## config.mk

```make
export PLATFORM = sky130hd
export DESIGN_NAME = pipeline_hazard_ctrl
export DESIGN_NICKNAME = d
export VERILOG_FILES = /design/src/rtl/pipeline_pkg.sv /design/src/rtl/muldiv_timer.sv /design/src/rtl/pipeline_hazard_ctrl.sv
export SDC_FILE = /design/constraint.sdc
export NUM_CORES = 1
export LEC_CHECK = 0
export BUFFER_PORTS_ARGS = -buffer_cell sky130_fd_sc_hd__buf_2
export CORE_MARGIN = 4
export CORE_UTILIZATION = 45
export DETAILED_ROUTE_END_ITERATION = 10
export GPL_TIMING_DRIVEN = 0
export HOLD_SLACK_MARGIN = 0.08
export PLACE_DENSITY_LB_ADDON = 0.3
export SETUP_SLACK_MARGIN = 0.5
export SLEW_MARGIN = 5
export SYNTH_ARGS = -nofsm -noshare
export SYNTH_HDL_FRONTEND = slang
export SYNTH_SLANG_ARGS = --single-unit
```

## constraint.sdc

```tcl
create_clock -name clk -period 2.6 [get_ports clk]
set_input_delay 0.13 -clock clk [delete_from_list [all_inputs] [get_ports clk]]
set_output_delay 0.13 -clock clk [all_outputs]
set_load 0.03 [all_outputs]
```

## src/rtl/pipeline_pkg.sv

```systemverilog
// Shared constants and types for the pipeline hazard controller: forwarding
// select codes, the mult/div timer state encoding and the hardwired zero register.
package pipeline_pkg;

  localparam logic [1:0] FWD_RF   = 2'b00;
  localparam logic [1:0] FWD_W    = 2'b01;
  localparam logic [1:0] FWD_M    = 2'b10;
  localparam logic [4:0] REG_ZERO = 5'd0;

  typedef enum logic {IDLE, BUSY} muldiv_state_t;

  // M wins over W; a write to $zero is never a forwarding source.
  function automatic logic [1:0] fwd_sel(
    input logic       rw_m,
    input logic [4:0] wr_m,
    input logic       rw_w,
    input logic [4:0] wr_w,
    input logic [4:0] src
  );
    if (rw_m && (wr_m != REG_ZERO) && (wr_m == src)) return FWD_M;
    if (rw_w && (wr_w != REG_ZERO) && (wr_w == src)) return FWD_W;
    return FWD_RF;
  endfunction

endpackage

```

## src/rtl/muldiv_timer.sv

```systemverilog
// Tracks the multi-cycle mult/div unit: busy for MULDIV_LAT cycles after each
// start, a start while busy restarts the full latency.
module muldiv_timer
  import pipeline_pkg::*;
#(
  parameter int MULDIV_LAT = 32
) (
  input  logic clk,
  input  logic rst_n,
  input  logic start,
  output logic busy
);

  // Keep at least one counter bit so MULDIV_LAT=1 still elaborates.
  localparam int CNT_W = (MULDIV_LAT > 1) ? $clog2(MULDIV_LAT) : 1;
  localparam logic [CNT_W-1:0] RELOAD = CNT_W'(MULDIV_LAT - 1);

  muldiv_state_t    state_q;
  logic [CNT_W-1:0] cnt_q;

  always_ff @(posedge clk or negedge rst_n) begin
    if (!rst_n) begin
      state_q <= IDLE;
      cnt_q   <= '0;
    end else begin
      case (state_q)
        IDLE: begin
          if (start) begin
            state_q <= BUSY;
            cnt_q   <= RELOAD;
          end
        end
        BUSY: begin
          if (start) begin
            cnt_q <= RELOAD;
          end else if (cnt_q == '0) begin
            state_q <= IDLE;
          end else begin
            cnt_q <= cnt_q - 1'b1;
          end
        end
        default: begin
          state_q <= IDLE;
          cnt_q   <= '0;
        end
      endcase
    end
  end

  assign busy = (state_q == BUSY);

endmodule

```

## src/rtl/pipeline_hazard_ctrl.sv

```systemverilog
// Hazard and sequencing controller for the 5-stage pipeline: stall/flush
// control, execute-stage forwarding selects and a saturating stall counter.
module pipeline_hazard_ctrl
  import pipeline_pkg::*;
#(
  parameter int MULDIV_LAT = 32,
  parameter int STALL_W    = 16
) (
  input  logic               clk,
  input  logic               rst_n,
  input  logic [4:0]         rs_d,
  input  logic [4:0]         rt_d,
  input  logic               uses_rs_d,
  input  logic               uses_rt_d,
  input  logic               hilo_use_d,
  input  logic               branch_taken_d,
  input  logic [4:0]         rs_e,
  input  logic [4:0]         rt_e,
  input  logic [4:0]         wr_reg_e,
  input  logic [4:0]         wr_reg_m,
  input  logic [4:0]         wr_reg_w,
  input  logic               reg_write_e,
  input  logic               reg_write_m,
  input  logic               reg_write_w,
  input  logic               mem_to_reg_e,
  input  logic               muldiv_start_e,
  input  logic               imem_ready,
  input  logic               stat_clr,
  output logic               pc_enable,
  output logic               haz_enable_fd,
  output logic               sig_clr_fd,
  output logic               sig_clr_de,
  output logic [1:0]         fwd_a_e,
  output logic [1:0]         fwd_b_e,
  output logic               muldiv_busy,
  output logic [STALL_W-1:0] stall_cycles
);

  logic               luh;
  logic               hh;
  logic [STALL_W-1:0] stall_q;
  logic [STALL_W-1:0] stall_d;

  function automatic logic [STALL_W-1:0] sat_inc(input logic [STALL_W-1:0] v);
    return (&v) ? v : v + 1'b1;
  endfunction

  muldiv_timer #(
    .MULDIV_LAT(MULDIV_LAT)
  ) u_muldiv_timer (
    .clk  (clk),
    .rst_n(rst_n),
    .start(muldiv_start_e),
    .busy (muldiv_busy)
  );

  assign luh = mem_to_reg_e && reg_write_e && (wr_reg_e != REG_ZERO) &&
               ((uses_rs_d && (wr_reg_e == rs_d)) || (uses_rt_d && (wr_reg_e == rt_d)));
  assign hh  = muldiv_busy && hilo_use_d;

  // Reset holds the front end flushed; otherwise first matching hazard row wins.
  always_comb begin
    pc_enable     = 1'b1;
    haz_enable_fd = 1'b1;
    sig_clr_fd    = 1'b0;
    sig_clr_de    = 1'b0;
    fwd_a_e       = FWD_RF;
    fwd_b_e       = FWD_RF;
    if (!rst_n) begin
      pc_enable  = 1'b0;
      sig_clr_fd = 1'b1;
      sig_clr_de = 1'b1;
    end else begin
      fwd_a_e = fwd_sel(reg_write_m, wr_reg_m, reg_write_w, wr_reg_w, rs_e);
      fwd_b_e = fwd_sel(reg_write_m, wr_reg_m, reg_write_w, wr_reg_w, rt_e);
      if (luh || hh) begin
        pc_enable     = 1'b0;
        haz_enable_fd = 1'b0;
        sig_clr_de    = 1'b1;
      end else if (branch_taken_d) begin
        sig_clr_fd = 1'b1;
      end else if (!imem_ready) begin
        pc_enable  = 1'b0;
        sig_clr_fd = 1'b1;
      end
    end
  end

  always_comb begin
    stall_d = stall_q;
    if (stat_clr)        stall_d = '0;
    else if (!pc_enable) stall_d = sat_inc(stall_q);
  end

  always_ff @(posedge clk or negedge rst_n) begin
    if (!rst_n) stall_q <= '0;
    else        stall_q <= stall_d;
  end

  assign stall_cycles = stall_q;

endmodule

```

# After elaboration in Yosys (flattened, before gate mapping)
# Index checks and enable logic that the tools add are counted.
classes:
  n_addsub: 2
  n_eq_ne: 10
  mux: 43
  n_bitwise: 1
  reduce_logical: 21
ops:
  columns: ["operator", "n"]
  rows:
  - ["$mux W16", 3]
  - ["$eq A5 B5 Y1", 6]
  - ["$mux W1", 25]
  - ["$mux W2", 10]
  - ["$add A16 B1 Y16 const B", 1]
  - ["$reduce_and A16 Y1", 1]
  - ["$mux W5", 3]
  - ["$reduce_bool A5 Y1", 3]
  - ["$logic_and A1 B1 Y1", 12]
  - ["$pmux W5 S2", 1]
  - ["$ne A2 B2 Y1 const B", 3]
  - ["$logic_not A5 Y1", 1]
  - ["$sub A5 B1 Y5 const B", 1]
  - ["$reduce_and A2 Y1", 2]
  - ["$ne A3 B3 Y1 const B", 1]
  - ["$logic_or A1 B1 Y1", 2]
  - ["$pmux W1 S2", 1]
  - ["$not A1 Y1", 1]
word_totals:
  regBits: 22
  inputBits: 48
  out_inout_bits: 25
  word_cells: 80

# Longest topological paths before layout
depth:
  word_depth: 10
  mapped_depth: 8
  depth_no_buf: 8

# Modules after synthesis
# Synthesis repeated with hierarchy kept, for this count alone.
hier_totals:
  hier_cells: 188
  hier_area_um2: 1657.8
modules_own_cells:
  columns: ["mod", "n_inst", "cells_each", "area_per_inst_um2", "seq_area_each_um2"]
  rows:
  - ["pipeline_hazard_ctrl", 1, 161, 1367.6, 400.4]
  - ["muldiv_timer", 1, 27, 290.3, 150.1]

# Worst setup path after synthesis
# OpenSTA, ideal clock, no wires.
synth_timing:
  path_kind: "input to output"
  from: "in wr_reg_m[1]"
  to: "out fwd_a_e[0]"
  arrival_ps: 1925
  t_required_ps: 2470
  slack_ps: 545
  stages: 4
  path_buffers: 0
  cell_sequence: "or4_1 > o21ai_0 > nor4_1 > nor4_1"
synth_between:
  elab_chain_cells: 7
  word_cells_on_any_way: 8
  cone_classes: "1 x eq/ne; 4 x mux; 3 x reduce/logical"
synth_lines:
  columns: ["item", "line_no", "text"]
  rows:
  - ["from (decl)", "pipeline_hazard_ctrl.sv:20", "input logic [4:0] wr_reg_m,"]
  - ["$reduce_bool A5 Y1", "pipeline_pkg.sv:20", "if (rw_m && (wr_m != REG_ZERO) && (wr_m == src)) return FWD_M;"]
  - ["$logic_and A1 B1 Y1", "pipeline_pkg.sv:20", null]
  - ["$logic_and A1 B1 Y1 *", "pipeline_pkg.sv:20", null]
  - ["$mux W1 *", "pipeline_pkg.sv:20", null]
  - ["$mux W1 *", "pipeline_hazard_ctrl.sv:69", "if (!rst_n) begin"]
  - ["$mux W2 *", "pipeline_pkg.sv:21", "if (rw_w && (wr_w != REG_ZERO) && (wr_w == src)) return FWD_W;"]
  - ["$mux W2 *", "pipeline_hazard_ctrl.sv:69", null]
  - ["to (decl)", "pipeline_hazard_ctrl.sv:33", "output logic [1:0] fwd_a_e,"]
# Mark *: on every way between the ends. The rest lies on a longest branch, timed or not. The select of a mux whose other input is x is not followed.

# Worst setup path in the final report
layout_timing:
  from: "reg stall_q[2] (netlist: stall_cycles[2])"
  to: "reg stall_q[14] (netlist: stall_cycles[14])"
layout_between:
  elab_chain_cells: 4
  word_cells_on_any_way: 7
  cone_classes: "1 x add/sub; 1 x eq/ne; 3 x mux; 2 x reduce/logical"
layout_lines:
  columns: ["item", "line_no", "text"]
  rows:
  - ["from (decl)", "pipeline_hazard_ctrl.sv:41", "logic [STALL_W-1:0] stall_q;"]
  - ["from (signal assigned)", "pipeline_hazard_ctrl.sv:97", "else stall_q <= stall_d;"]
  - ["$add A16 B1 Y16", "pipeline_hazard_ctrl.sv:45", "return (&v) ? v : v + 1'b1;"]
  - ["$mux W16", "pipeline_hazard_ctrl.sv:45", null]
  - ["$mux W16", "pipeline_hazard_ctrl.sv:92", "else if (!pc_enable) stall_d = sat_inc(stall_q);"]
  - ["$mux W16", "pipeline_hazard_ctrl.sv:91", "if (stat_clr) stall_d = '0;"]
# Several ways; a longest one is shown, not always the timed one. The select of a mux whose other input is x is not followed.
# A chain may end at the register's enable or synchronous reset.

==> flow_summary.rst <==
.. list-table::
   :header-rows: 1

   * - Metric
     - Value
   * - Share of the yosys chip area belonging to registers
     - a little under a third
   * - Final nets
     - roughly 310
   * - Clock slew seen by the registers of the worst setup and hold paths
     - about 0.08 ns
   * - Portion of netlist area occupied by mux cells
     - 0.860%
   * - Number of setup violations in the final report
     - 0
   * - Setup TNS
     - 0 ns
   * - Antenna violations before repair
     - 0
   * - Total cell area at the placement stage
     - ~2200 um2
   * - CTS tree
     - built
   * - Critical path class
     - register to register
   * - Global routing met2 resource utilization
     - between 20% and 30%
   * - Min Clock Period, post-route
     - between 1.5 and 2 ns
   * - Required time worst endpoint
     - 2.75 ns
   * - Final clock skew
     - 0.00598 ns
   * - Fraction of power spent switching nets
     - about 28%
   * - Clock network power share
     - a little under a third
   * - Average routed wire per standard cell
     - 15.0 um
   * - Post-synth ARST share
     - between 90% and 100%
   * - Proportion of power drawn by combinational gates
     - 23.6%
   * - Ordered list of cells on the worst path
     - and3_4 -> nand3_2 -> nor2_1 -> nand4_1 -> or4b_1 -> o211a_1
   * - DR vias
     - between 1500 and 2000
   * - Max-capacitance violation count
     - 0
   * - Largest driver fanout on the critical path
     - 6
   * - Wire length reported by the detailed router
     - approximately 4.6 mm
   * - YS warnings
     - 0
   * - Setup repair after global routing missed its margin
     - false
   * - Rel. slew slack
     - 34.3%
   * - Worst vdd rail ir drop
     - 0.280 mV
   * - Cell type group with the largest total delay on the critical path
     - simple AND/OR/NAND/NOR gates
   * - Die extent in x
     - 70.3 um
   * - Clk buf depth
     - 2
   * - Antenna diode count
     - 0
   * - I/O pins
     - 73
   * - Crit path buf inv count
     - 0
   * - Wire length of the first global-routing pass
     - 7.67 mm
   * - Syn Inst Count
     - approximately 180
   * - Area share of fa/ha/maj cells after synthesis
     - about 2.1%
   * - Count of TritonRoute iterations in the first routing pass
     - 4
   * - Number of cell rows
     - 22
   * - Total standard cell area after synthesis
     - approximately 1700 um2
   * - Most used routing layer in global routing
     - met2
   * - Fin crit share
     - roughly three quarters
   * - Non-Filler Cell Area, Final
     - approximately 2300 um2
   * - Number of distinct library cells after synthesis
     - 45
   * - R2r worst-path depth
     - 6
   * - Pwr/cell area
     - ~350 nW/um2
   * - Synthesis-stage register bit count
     - 22
   * - ANT nets after route
     - 0
   * - DRC errors left
     - 0
   * - Number of buffers added by the clock tree synthesis step
     - 3
   * - Main combinational cell family by area after synthesis
     - simple AND/OR/NAND/NOR gates
   * - Setup crit end kind
     - register
   * - Cell internal power dissipation
     - 0.569 mW
   * - Post-synthesis share of cell area spent on xor and xnor gates
     - 16.5%
   * - Total of buffers placed on input and output ports
     - 72
   * - Insertion delay to the later sink of the worst-skew pair
     - about 0.26 ns
   * - HPWL after detailed placement
     - 3.51 mm
   * - Library cell contributing the largest single delay on the critical path
     - or4b_1
   * - CP Launch Type
     - register
   * - Starting DRT DRC Count
     - 36
   * - Compound-Gate Fraction of Synth Area
     - 16.8%
   * - Fraction of layout instances using a drive strength above 1
     - between 30% and 40%
   * - Growth of design area from synthesis to finish
     - 29.2%
   * - Number of placed instances, taps included
     - 303
   * - Achievable Freq
     - about 510 MHz
   * - Synth Flop Type
     - dfrtp_1
   * - Met1 layer usage reported by global route
     - about a quarter
   * - Switching power
     - ~0.22 mW
   * - Vertical die dimension
     - 70.3 um
   * - Vias in the first global route
     - ~1700
   * - Mean Syn Cell Area
     - 9.54 um2
   * - Number of stages on the worst hold path
     - 2
   * - Total Die Area
     - between 4000 and 5000 um2
   * - Leak Pwr
     - 1.02 nW
   * - Result of the run
     - finished, final reports clean
   * - Delay contributed by the slowest stage of the critical path
     - around 0.48 ns
   * - Clock tree root buffer cell
     - clkbuf_8
   * - Met3 routing resource usage after global routing
     - around 3.7%
   * - Overall global routing resource usage
     - roughly a fifth
   * - Total grt overflow
     - 0
   * - Worst Tran Pin Value
     - between 0.9 and 1 ns
   * - Routability Congestion
     - roughly 0.9
   * - Sequential cell fraction of total power
     - 45.7%
   * - Count of flip-flops with a built-in enable after synthesis
     - 0
   * - Number of non-filler instances in the completed layout
     - 309
   * - CP Depth
     - 6
   * - Data arrival, critical path
     - 2.10 ns
   * - Final Slew Violations
     - 0
   * - Worst hold path type
     - input port to register
   * - Clock sinks
     - 22
   * - Post-synthesis simple-gate area fraction
     - between 20% and 30%
   * - Effective utilization at floorplan
     - between 40% and 50%
   * - Detail-routed via count per cell
     - 5.56
   * - Nets in the synthesized netlist
     - 234
   * - Std-Cell Core Area
     - ~3700 um2
   * - Count of H-tree levels built during CTS
     - 1
   * - Largest net degree at the start of global routing
     - 23
   * - Hold violation total from the final report
     - 0
## state kept, by name (all words and copies together) (netlist names)
| register | flops |
|---|---|
| u_muldiv_timer.cnt_q | 5 |
| stall_cycles | 16 |
| u_muldiv_timer.busy | 1 |
## layout by cell type (no fill, tap or decap), types with 2 or more instances in the layout
cell      Yosys  layout
nor4_1        5       5
buf_4         2       3
buf_6         3       3
buf_2         0      72
nand2_1       9       9
nand2b_1      4       4
o41ai_1       4       4
inv_1         7       7
or4b_1        3       3
and2_1        3       3
nand3_1       8       8
o31ai_1       8       8
a21oi_1      14      14
nand4_1       5       5
dfrtp_2       0       2
o21ai_0       4       4
xor2_1       14      14
o211ai_1      2       2
or4_1        13      13
clkbuf_8      0       4
dfrtp_1      22      20
or3_1         2       2
nor2_1        5       5
ha_1          3       2
xnor2_1      19      19
nor2b_1       2       2
## metrics by stage
| step | total power, mW | utilization, % | hold WS, ns | setup slack (ns) |
|---|---|---|---|---|
| after floorplan | 0.467 | - | -0.166 | 0.545 |
| after global placement | 0.549 | 58.3 | 0.169 | 0.436 |
| after detailed placement | 0.552 | 58.3 | 0.178 | 0.452 |
| after CTS | 0.800 | 60.3 | 0.113 | 0.551 |
| after global routing | 0.834 | 60.7 | 0.120 | 0.520 |
| final | 0.791 | 60.7 | 0.115 | 0.646 |
## power groups by stage
stage / logic, mW / clock network [mW] / registers, mW
final: 0.187 / 0.243 / 0.361
after global routing: 0.207 / 0.264 / 0.363
after CTS: 0.188 / 0.252 / 0.360
after detailed placement: 0.185 / 0 / 0.367
after global placement: 0.182 / 0 / 0.367
after floorplan: 0.0936 / 0 / 0.373
## path summary, 6_finish.rpt
check                                         from                       to  slack, ns
max in group asynchronous                    rst_n          stall_cycles[1]       1.23
setup reg to reg                   stall_cycles[2]         stall_cycles[14]       0.65
min in group asynchronous                    rst_n          stall_cycles[5]       0.71
hold / removal                            stat_clr          stall_cycles[1]       0.12
setup / recovery                   stall_cycles[2]         stall_cycles[14]       0.65
hold reg to reg            u_muldiv_timer.cnt_q[1]  u_muldiv_timer.cnt_q[1]       0.53
## cells by family after synthesis
group	Yosys count
simple gates	69
buf+inv	14
xor+xnor	33
mux	1
compound gates	41
flops	22
fa+ha+maj	3
## synth_stat cells, types with 5 or more instances
master | number | area (um2)
inv_1 | 7 | 26.3
o31ai_1 | 8 | 60.1
nand4_1 | 5 | 31.3
or4_1 | 13 | 97.6
xnor2_1 | 19 | 166
a21oi_1 | 14 | 70.1
nand2_1 | 9 | 33.8
xor2_1 | 14 | 123
nand3_1 | 8 | 40.0
nor2_1 | 5 | 18.8
nor4_1 | 5 | 31.3
dfrtp_1 | 22 | 551
## what timing repair did
action                                  in CTS  in global routing
gates resized for setup                      0                  4
hold endpoints to repair                    22                  0
gates cloned                                 0                  0
endpoints found under the setup margin      11                 12
hold buffers                                 1                  0
setup buffers                                1                  0
pin swaps                                    1                  0
## final cells by class
cell class,instances,area [um2]
clock buffers,4,55.1
plain buffers,7,67.6
flip-flops and latches,22,553
well taps,48,60.1
inverters,7,26.3
fillers,322,1460
multi-input cells,147,1120
repair buffers,74,378
## routing by layer
metal / up-vias / routed length, um
met5: - / 0
met2: 71 / 2020
met3: 4 / 431
met4: 0 / 45
li1: 851 / -
met1: 792 / 2140
No activity file was read; power rests on OpenSTA's default activity.
